File: config.mk
export PLATFORM = sky130hd
export DESIGN_NAME = clk_rst_sequencer
export DESIGN_NICKNAME = d
export VERILOG_FILES = /design/src/rtl/clk_rst_seq_pkg.sv /design/src/rtl/clk_rst_sync.sv /design/src/rtl/clk_rst_sequencer.sv
export SDC_FILE = /design/constraint.sdc
export NUM_CORES = 1
export LEC_CHECK = 0
export ABC_AREA = 1
export CORE_MARGIN = 3
export CORE_UTILIZATION = 35
export DETAILED_ROUTE_END_ITERATION = 6
export PLACE_DENSITY_LB_ADDON = 0.2
export REMOVE_ABC_BUFFERS = 1
export SYNTH_ARGS = -nofsm -noshare
export SYNTH_HDL_FRONTEND = slang
export SYNTH_HIERARCHICAL = 1
export SYNTH_SLANG_ARGS = --single-unit
File: constraint.sdc
create_clock -name clk_in1 -period 1.8 [get_ports clk_in1]
set_clock_uncertainty 0.05 [all_clocks]
set_input_delay 0.27 -clock clk_in1 [delete_from_list [all_inputs] [get_ports clk_in1]]
set_output_delay 0.27 -clock clk_in1 [all_outputs]
set_load 0.05 [all_outputs]
File: src/rtl/clk_rst_seq_pkg.sv
// Shared types for the clock/reset sequencer: FSM state encoding,
// state width and a small sizing helper.
package clk_rst_seq_pkg;

  localparam int STATE_W = 3;

  typedef enum logic [STATE_W-1:0] {
    ST_PLL_RST   = 3'd0,
    ST_WAIT_LOCK = 3'd1,
    ST_STABILIZE = 3'd2,
    ST_PERIPH    = 3'd3,
    ST_RUN       = 3'd4,
    ST_FAIL      = 3'd5
  } state_t;

  function automatic int max_of(input int a, input int b);
    return (a > b) ? a : b;
  endfunction

endpackage

File: src/rtl/clk_rst_sync.sv
// Multi-flop synchronizer for the clock wizard lock signal.
// Ports: clk_i, rst_i (sync, active-high), d_i (async in), q_o (synced out).
module clk_rst_sync #(
  parameter int SYNC_STAGES = 2
) (
  input  logic clk_i,
  input  logic rst_i,
  input  logic d_i,
  output logic q_o
);

  logic [SYNC_STAGES-1:0] sync_q;

  always_ff @(posedge clk_i) begin
    if (rst_i) begin
      sync_q <= '0;
    end else begin
      sync_q <= {sync_q[SYNC_STAGES-2:0], d_i};
    end
  end

  assign q_o = sync_q[SYNC_STAGES-1];

endmodule

File: src/rtl/clk_rst_sequencer.sv
// Clock wizard reset/lock sequencer: holds the PLL in reset, waits for a
// stable lock, then releases peripheral reset followed by core reset.
// Ports: clk_in1, reset (sync, active-high), locked_in (async),
//   soft_rst_req (pulse) -> pll_resetn, periph_rst, core_rst, ready,
//   lock_fail, state_o[2:0], lock_loss_cnt[7:0].
// Option: define CLK_RST_SEQ_LOCK_LOSS_CNT_EN to build the lock-loss
//   counter; otherwise lock_loss_cnt reads 0.
module clk_rst_sequencer
  import clk_rst_seq_pkg::*;
#(
  parameter int PLL_RST_CYCLES = 16,
  parameter int LOCK_TIMEOUT   = 65536,
  parameter int STABLE_CYCLES  = 1024,
  parameter int CORE_DELAY     = 16,
  parameter int MAX_RETRIES    = 3,
  parameter int SYNC_STAGES    = 2
) (
  input  logic               clk_in1,
  input  logic               reset,
  input  logic               locked_in,
  input  logic               soft_rst_req,
  output logic               pll_resetn,
  output logic               periph_rst,
  output logic               core_rst,
  output logic               ready,
  output logic               lock_fail,
  output logic [STATE_W-1:0] state_o,
  output logic [7:0]         lock_loss_cnt
);

  localparam int MAXC = max_of(max_of(PLL_RST_CYCLES, LOCK_TIMEOUT),
                               max_of(STABLE_CYCLES, CORE_DELAY));
  localparam int CNT_W = (MAXC > 1) ? $clog2(MAXC) : 1;
  localparam int RT_W  = (MAX_RETRIES > 0) ? $clog2(MAX_RETRIES + 1) : 1;

  localparam logic [CNT_W-1:0] PLL_LAST  = CNT_W'(PLL_RST_CYCLES - 1);
  localparam logic [CNT_W-1:0] TO_LAST   = CNT_W'(LOCK_TIMEOUT - 1);
  localparam logic [CNT_W-1:0] STB_LAST  = CNT_W'(STABLE_CYCLES - 1);
  localparam logic [CNT_W-1:0] CORE_LAST = CNT_W'(CORE_DELAY - 1);
  localparam logic [RT_W-1:0]  RT_MAX    = RT_W'(MAX_RETRIES);

  logic             locked_s;
  state_t           state_q, state_d;
  logic [CNT_W-1:0] cnt_q, cnt_d;
  logic [RT_W-1:0]  retry_q, retry_d;
  logic             pll_resetn_q, periph_rst_q, core_rst_q;
  logic             ready_q, lock_fail_q;

  clk_rst_sync #(
    .SYNC_STAGES (SYNC_STAGES)
  ) u_sync (
    .clk_i (clk_in1),
    .rst_i (reset),
    .d_i   (locked_in),
    .q_o   (locked_s)
  );

  always_comb begin
    state_d = state_q;
    cnt_d   = cnt_q + 1'b1;
    retry_d = retry_q;
    case (state_q)
      ST_PLL_RST: begin
        if (cnt_q == PLL_LAST) begin
          state_d = ST_WAIT_LOCK;
          cnt_d   = '0;
        end
      end
      ST_WAIT_LOCK: begin
        if (locked_s) begin
          state_d = ST_STABILIZE;
          cnt_d   = '0;
        end else if (cnt_q == TO_LAST) begin
          cnt_d   = '0;
          retry_d = retry_q + 1'b1;
          if (retry_d == RT_MAX) begin
            state_d = ST_FAIL;
          end else begin
            state_d = ST_PLL_RST;
          end
        end
      end
      ST_STABILIZE: begin
        // Lock drop wins over completion: a glitch on the last count
        // must not release the resets.
        if (!locked_s) begin
          state_d = ST_WAIT_LOCK;
          cnt_d   = '0;
        end else if (cnt_q == STB_LAST) begin
          state_d = ST_PERIPH;
          cnt_d   = '0;
        end
      end
      ST_PERIPH: begin
        if (!locked_s) begin
          state_d = ST_WAIT_LOCK;
          cnt_d   = '0;
        end else if (cnt_q == CORE_LAST) begin
          state_d = ST_RUN;
          cnt_d   = '0;
          retry_d = '0;
        end
      end
      ST_RUN: begin
        cnt_d = cnt_q;
        if (!locked_s) begin
          state_d = ST_WAIT_LOCK;
          cnt_d   = '0;
        end
      end
      ST_FAIL: begin
        cnt_d = cnt_q;
      end
      default: begin
        state_d = ST_PLL_RST;
        cnt_d   = '0;
      end
    endcase
    if (soft_rst_req) begin
      state_d = ST_PLL_RST;
      cnt_d   = '0;
      retry_d = '0;
    end
  end

  // Outputs decode the next state so they change on the same edge
  // as the state register.
  always_ff @(posedge clk_in1) begin
    if (reset) begin
      state_q      <= ST_PLL_RST;
      cnt_q        <= '0;
      retry_q      <= '0;
      pll_resetn_q <= 1'b0;
      periph_rst_q <= 1'b1;
      core_rst_q   <= 1'b1;
      ready_q      <= 1'b0;
      lock_fail_q  <= 1'b0;
    end else begin
      state_q      <= state_d;
      cnt_q        <= cnt_d;
      retry_q      <= retry_d;
      pll_resetn_q <= !(state_d == ST_PLL_RST || state_d == ST_FAIL);
      periph_rst_q <= !(state_d == ST_PERIPH || state_d == ST_RUN);
      core_rst_q   <= (state_d != ST_RUN);
      ready_q      <= (state_d == ST_RUN);
      lock_fail_q  <= (state_d == ST_FAIL);
    end
  end

  assign pll_resetn = pll_resetn_q;
  assign periph_rst = periph_rst_q;
  assign core_rst   = core_rst_q;
  assign ready      = ready_q;
  assign lock_fail  = lock_fail_q;
  assign state_o    = state_q;

`ifdef CLK_RST_SEQ_LOCK_LOSS_CNT_EN
  logic [7:0] llc_q;

  always_ff @(posedge clk_in1) begin
    if (reset) begin
      llc_q <= '0;
    end else if (state_q == ST_RUN && state_d == ST_WAIT_LOCK
                 && llc_q != 8'hFF) begin
      llc_q <= llc_q + 8'd1;
    end
  end

  assign lock_loss_cnt = llc_q;
`else
  assign lock_loss_cnt = 8'd0;
`endif

endmodule

==> results.json, run 1 <==
{
  "timing.critical_path.cells": "clkdlybuf4s50_1",
  "wl_mm": 3.68,
  "status": "complete, no violations",
  "cap_violations": 0,
  "synthSimpleGateAreaFrac_pct": 46.0,
  "synth_top_family_by_area": "simple AND/OR/NAND/NOR gates",
  "irDropWorstVdd_mv": 0.330,
  "clock.fmax_mhz": 581,
  "post-route-min-period_ps": 1720,
  "r2r-start": "cnt_q[1]$_SDFFE_PP0P_",
  "synth-compound-area-share_pct": 8.01,
  "startpoint": "pll_resetn$_SDFF_PP0_",
  "num_vias": 1499,
  "cts_sinks": 28,
  "dpl_worst_slack_ps": 33.6,
  "numPortBuffers": 11,
  "dieArea_um2": 5790,
  "start_util_pct": 37.9,
  "syn_inst": 236,
  "dp_hpwl_mm": 2.72,
  "slew_viol_final": 0,
  "hold_path_class": "flip-flop to flip-flop",
  "crit_family": "buffers and inverters",
  "ys_types": 37,
  "drcViolationCount": 0,
  "antenna_cells": 0,
  "grt_pass1_vias": 1299,
  "drtIter0Drc": 63,
  "coreArea_um2": 4530,
  "drtPass1Iterations": 4,
  "grt_pass1_wl_mm": 6.04,
  "cts_max_level": 1,
  "yosysSeqAreaShare_pct": 32.6,
  "cp_num_buf_inv": 1,
  "ys.flop_type": "dfxtp_1",
  "grt_util_all_layers_pct": 12.5,
  "ant_nets": 0,
  "path_clk_slew_ps": 100,
  "setup_ws_ps": 78.3,
  "crit_arrival_ps": 1400,
  "cp.required_ps": 1480,
  "ys_seq_elements": 28,
  "cts_tree": "built",
  "cts_root_buffer": "clkbuf_8",
  "crit_slowest_cell": "clkdlybuf4s50_1",
  "netlist_area_um2": 1720,
  "grt_max_degree": 17,
  "tightest_slew_ps": 504,
  "yosys_warnings": 6,
  "viasPerCell": 4.49,
  "yosys.area_share.adder_pct": 1.46,
  "fillerInstances": 463,
  "slew_headroom_pct": 66.3,
  "area_growth_pct": 25.1,
  "async_reset_ff_share_pct": 0,
  "postSynthAreaPerCell_um2": 7.28,
  "crit_path_end_kind": "output port",
  "drive_gt1_share_pct": 29.7,
  "nets": 276,
  "finish.instance_area_um2": 2150,
  "gp_congestion": 0.846,
  "clkLatencyLatePin_ps": 280,
  "final_hold_viol_count": 0,
  "io_pins": 20,
  "critPathKind": "flip-flop to output port",
  "die_y_um": 76.1,
  "post_dp_cell_area_um2": 1940,
  "power_density_nw_per_um2": 568,
  "cp_max_fo": 1,
  "min_period_over_period_pct": 95.6,
  "synth-edff-count": 0,
  "power_leakage_nw": 1.01,
  "grt_overflow": 0,
  "cts_buffers": 3,
  "startpoint_type": "flip-flop",
  "floorplan.rows": 24,
  "antenna_found_initial": 0,
  "wire_per_inst_um": 11.0,
  "hold_path_startpoint": "u_sync/sync_q[0]$_SDFF_PP0_",
  "die_x_um": 76.1,
  "synth_xor_area_share_pct": 0.510,
  "grt_setup_unrepaired": "true",
  "slowest_delay_ps": 800,
  "setup_viol": 0,
  "clock_path_buffers": 2,
  "synthMuxAreaShare_pct": 0
}
## placed cells by master, fill, tap and decap left out, drive strengths merged
cell type       n
clkbuf          3
nand3          17
nor2           48
a21o            1
inv            35
a21boi          1
nor4            1
xor2            1
ha              2
o211ai          3
a21oi          11
nand2          54
buf            22
nand4           4
nor3            7
a31oi           2
bufinv          1
clkdlybuf4s50   8
conb            8
or2             2
nand3b          4
o21a            1
o21ai           3
nor3b           2
dfxtp          28
## per-stage QoR
| step | setup TNS [ps] | instances | hold slack, ps | utilization, % | total power [W] |
|---|---|---|---|---|---|
| floorplan | -102 | 235 | 291 | - | 0.000698 |
| global placement | 0 | 320 | 345 | 42.7 | 0.000724 |
| detailed placement | 0 | 320 | 351 | 42.7 | 0.000723 |
| CTS | 0 | 324 | 366 | 44.3 | 0.00124 |
| global route | -262 | 334 | 381 | 47.4 | 0.00126 |
| finish | 0 | 334 | 366 | 47.4 | 0.00122 |
## sequential cells by signal, indices dropped and copies added, names as in the netlist
name / flops
retry_q: 2
periph_rst: 1
cnt_q: 16
core_rst: 1
lock_fail: 1
state_o: 3
pll_resetn: 1
u_sync/sync_q: 2
ready: 1
## routing by layer
metal | GRT usage (%) | up-vias | share of wire [%]
met5 | 0 | - | 0
met4 | 2.72 | 0 | 0.93
met3 | 2.48 | 4 | 5.3
met2 | 19.6 | 40 | 44
met1 | 17.7 | 654 | 50
li1 | - | 801 | -
## area by class of cell
| cell class | instances | area (µm²) | share of cell area, % |
|---|---|---|---|
| Clock buffer | 3 | 41.3 | 1.92 |
| Clock inverter | 1 | 30.0 | 1.40 |
| Inverter | 35 | 136 | 6.35 |
| Multi-Input combinational cell | 172 | 1050 | 48.9 |
| Sequential cell | 28 | 564 | 26.3 |
| Tap cell | 65 | 81.3 | 3.79 |
| Timing Repair Buffer | 30 | 245 | 11.4 |
## cells by family after synthesis
family	count (synthesis)
compound gates	22
xor+xnor	1
fa+ha+maj	2
buf+inv	43
flops	28
other cells	1
simple gates	139
## timing repair
action,in CTS,in global routing
hold buffers,0,0
endpoints found under the setup margin,0,22
gates resized for setup,0,16
setup buffers,0,10
hold endpoints to repair,0,0
## synth_stat cells, types with 3 or more instances
library cell | count | share of area (%)
a21oi_1 | 10 | 2.9
buf_4 | 8 | 3.5
dfxtp_1 | 28 | 33
inv_1 | 27 | 5.9
inv_2 | 8 | 1.7
nand2_1 | 42 | 9.2
nand2_2 | 5 | 1.8
nand2_4 | 7 | 4.6
nand3_1 | 14 | 4.1
nand4_1 | 3 | 1.1
nor2_1 | 36 | 7.9
nor2_2 | 6 | 2.2
nor2_4 | 4 | 2.6
nor3_1 | 5 | 1.5
## final timing paths
path / to / slack [ps] / depth (start not counted)
setup / recovery: pll_resetn / 80 / 1
hold / removal: u_sync/sync_q[1]$_SDFF_PP0_ / 370 / 2
setup reg to reg: cnt_q[5]$_SDFFE_PP0P_ / 80 / 11
hold reg to reg: u_sync/sync_q[1]$_SDFF_PP0_ / 370 / 2
## report_power, final
part	switching, W	total, W	internal, W
Combinational	0.0000655	0.0000896	0.0000241
Sequential	0.00000393	0.000628	0.000624
Clock	0.000204	0.000502	0.000298
Total	0.000274	0.00122	0.000946
No activity file was read; power rests on OpenSTA's default activity.
==> inputs of run 2 (changes only) <==
--- a/config.mk
+++ b/config.mk
@@ -7,7 +7,7 @@
 export LEC_CHECK = 0
 export ABC_AREA = 1
 export CORE_MARGIN = 3
-export CORE_UTILIZATION = 35
+export CORE_UTILIZATION = 43
 export DETAILED_ROUTE_END_ITERATION = 6
 export PLACE_DENSITY_LB_ADDON = 0.2
 export REMOVE_ABC_BUFFERS = 1
==> results.json, run 2 (synthesis results as in run 1) <==
{
  "floorplan.rows": 22,
  "finish.instance_area_um2": 2090,
  "hold_path_startpoint": "u_sync/sync_q[0]$_SDFF_PP0_",
  "cap_violations": 0,
  "pwr-share-seq_pct": 51.8,
  "critPathKind": "flip-flop to output port",
  "viasPerCell": 4.74,
  "die_y_um": 69.2,
  "r2r-start": "cnt_q[1]$_SDFFE_PP0P_",
  "min_period_over_period_pct": 95.1,
  "setup-tns-final_ps": 0,
  "setup_viol": 0,
  "post-route-min-period_ps": 1710,
  "slowest_delay_ps": 790,
  "grt_setup_unrepaired": "true",
  "drtIter0Drc": 47,
  "timing.critical_path.cells": "clkdlybuf4s50_1",
  "grt_max_degree": 17,
  "power_density_nw_per_um2": 579,
  "nets": 270,
  "internal_power_w": 0.000945,
  "ant_nets": 0,
  "slew_viol_final": 0,
  "top_layer": "met4",
  "grt_pass1_wl_mm": 5.93,
  "power_leakage_nw": 0.988,
  "swShare_pct": 22.0,
  "drive_gt1_share_pct": 29.7,
  "crit_arrival_ps": 1390,
  "gp_congestion": 0.864,
  "cts_buffers": 3,
  "slew_headroom_pct": 66.8,
  "post_dp_cell_area_um2": 1920,
  "cp_num_buf_inv": 1,
  "clock.fmax_mhz": 584,
  "status": "complete, no violations",
  "drtPass1Iterations": 4,
  "dieArea_um2": 4790,
  "r2r_setup_slack_ps": 100,
  "wire_per_inst_um": 11.1,
  "dr_wl_met2_mm": 1.58,
  "path_clk_slew_ps": 90,
  "irDropWorstVdd_mv": 0.328,
  "numPortBuffers": 11,
  "reg2reg_to": "cnt_q[13]$_SDFFE_PP0P_",
  "antenna_cells": 0,
  "antenna_found_initial": 0,
  "clock_path_buffers": 2,
  "startpoint_type": "flip-flop",
  "drcViolationCount": 0,
  "cts_tree": "built",
  "final_cell_mix": "nand2_1 (40), nor2_1 (34), inv_1 (27)",
  "num_vias": 1475,
  "io_pins": 20,
  "grt_overflow": 0,
  "grt_util_all_layers_pct": 14.9,
  "hold-path-endpoint": "u_sync/sync_q[1]$_SDFF_PP0_",
  "cts_root_buffer": "clkbuf_8",
  "startpoint": "pll_resetn$_SDFF_PP0_",
  "wl_mm": 3.47,
  "p_sw_w": 0.000266,
  "holdBufCountCts": 0,
  "area_growth_pct": 21.9,
  "grt_pass1_vias": 1342,
  "coreArea_um2": 3740,
  "met3_length_um": 136,
  "start_util_pct": 45.9,
  "drt-met1-wl_mm": 1.70,
  "r2r_cells": 12,
  "cp_max_fo": 1,
  "crit_family": "buffers and inverters",
  "cts_max_level": 1,
  "largest_reg_flops": 16,
  "cp.required_ps": 1480,
  "die_x_um": 69.2,
  "power_w": 0.00121,
  "min_path_cells": 2,
  "tightest_slew_ps": 496,
  "clkPwrFrac_pct": 40.9,
  "hold_path_class": "flip-flop to flip-flop",
  "layout.cells.most_common": "nand2_1",
  "crit_path_end_kind": "output port",
  "pwr-share-comb_pct": 7.2,
  "clkLatencyLatePin_ps": 280,
  "top_register": "cnt_q",
  "final_hold_viol_count": 0,
  "dp_hpwl_mm": 2.69,
  "crit_slowest_cell": "clkdlybuf4s50_1",
  "cts_sinks": 28
}
run 2: worst max-delay path by stage:
| stage | endpoint | depth (start not counted) |
|---|---|---|
| floorplan | pll_resetn$_SDFF_PP0_ | 11 |
| global placement | cnt_q[13]$_SDFFE_PP0P_ | 12 |
| detailed placement | cnt_q[2]$_SDFFE_PP0P_ | 12 |
| CTS | cnt_q[3]$_SDFFE_PP0P_ | 12 |
| global route | pll_resetn$_SDFF_PP0_ | 12 |
| finish | pll_resetn | 1 |
run 2: timing repair:
action | CTS | global route
gates cloned | 0 | 0
resized for setup | 0 | 20
pin swaps | 1 | 4
setup endpoints to repair | 6 | 21
buffers inserted | 1 | 2
run 2: cell type report:
| class | count | area (µm²) |
|---|---|---|
| Fill cell | 365 | 1650 |
| Multi-Input combinational cell | 172 | 1060 |
| Sequential cell | 28 | 566 |
| Timing Repair Buffer | 24 | 204 |
| Inverter | 35 | 134 |
| Tap cell | 48 | 60.1 |
| Clock buffer | 3 | 41.3 |
| Clock inverter | 1 | 30.0 |
run 2: per-stage QoR:
stage	cells	hold WS (ps)	utilization (%)	worst slack, ps
3_5_place_dp	304	352	51.3	-8.95
6_report	311	370	55.9	87.5
4_1_cts	309	373	53.4	5.21
2_1_floorplan	235	291	-	-52.8
5_1_grt	311	393	55.9	-8.00
3_3_place_gp	304	346	51.3	12.5
run 2: worst register-to-register path, stage by stage, from the launching register on:
cell     delay, ps
dfxtp_2        360
ha_4           160
nand2_4         60
nor2_4         160
nand2_4        110
nor2_8         120
nand2_4         80
nand2_4        100
nand4_4         90
nand2_4        130
inv_4           70
nand2_1         60
nor2_1          40
run 2: power by group through the flow:
stage,Clock [W],Combinational (W),Sequential [W]
floorplan,0,0.0000561,0.000642
global placement,0,0.0000828,0.000640
finish,0.000496,0.0000877,0.000628
detailed placement,0,0.0000829,0.000641
global route,0.000531,0.0000930,0.000628
CTS,0.000511,0.0000842,0.000626
run 2: per-layer routing:
metal / GRT usage [%] / vias up
li1: - / 783
met1: 20.2 / 660
met2: 23.8 / 27
met3: 2.61 / 5
met4: 5.21 / 0
met5: 0 / -
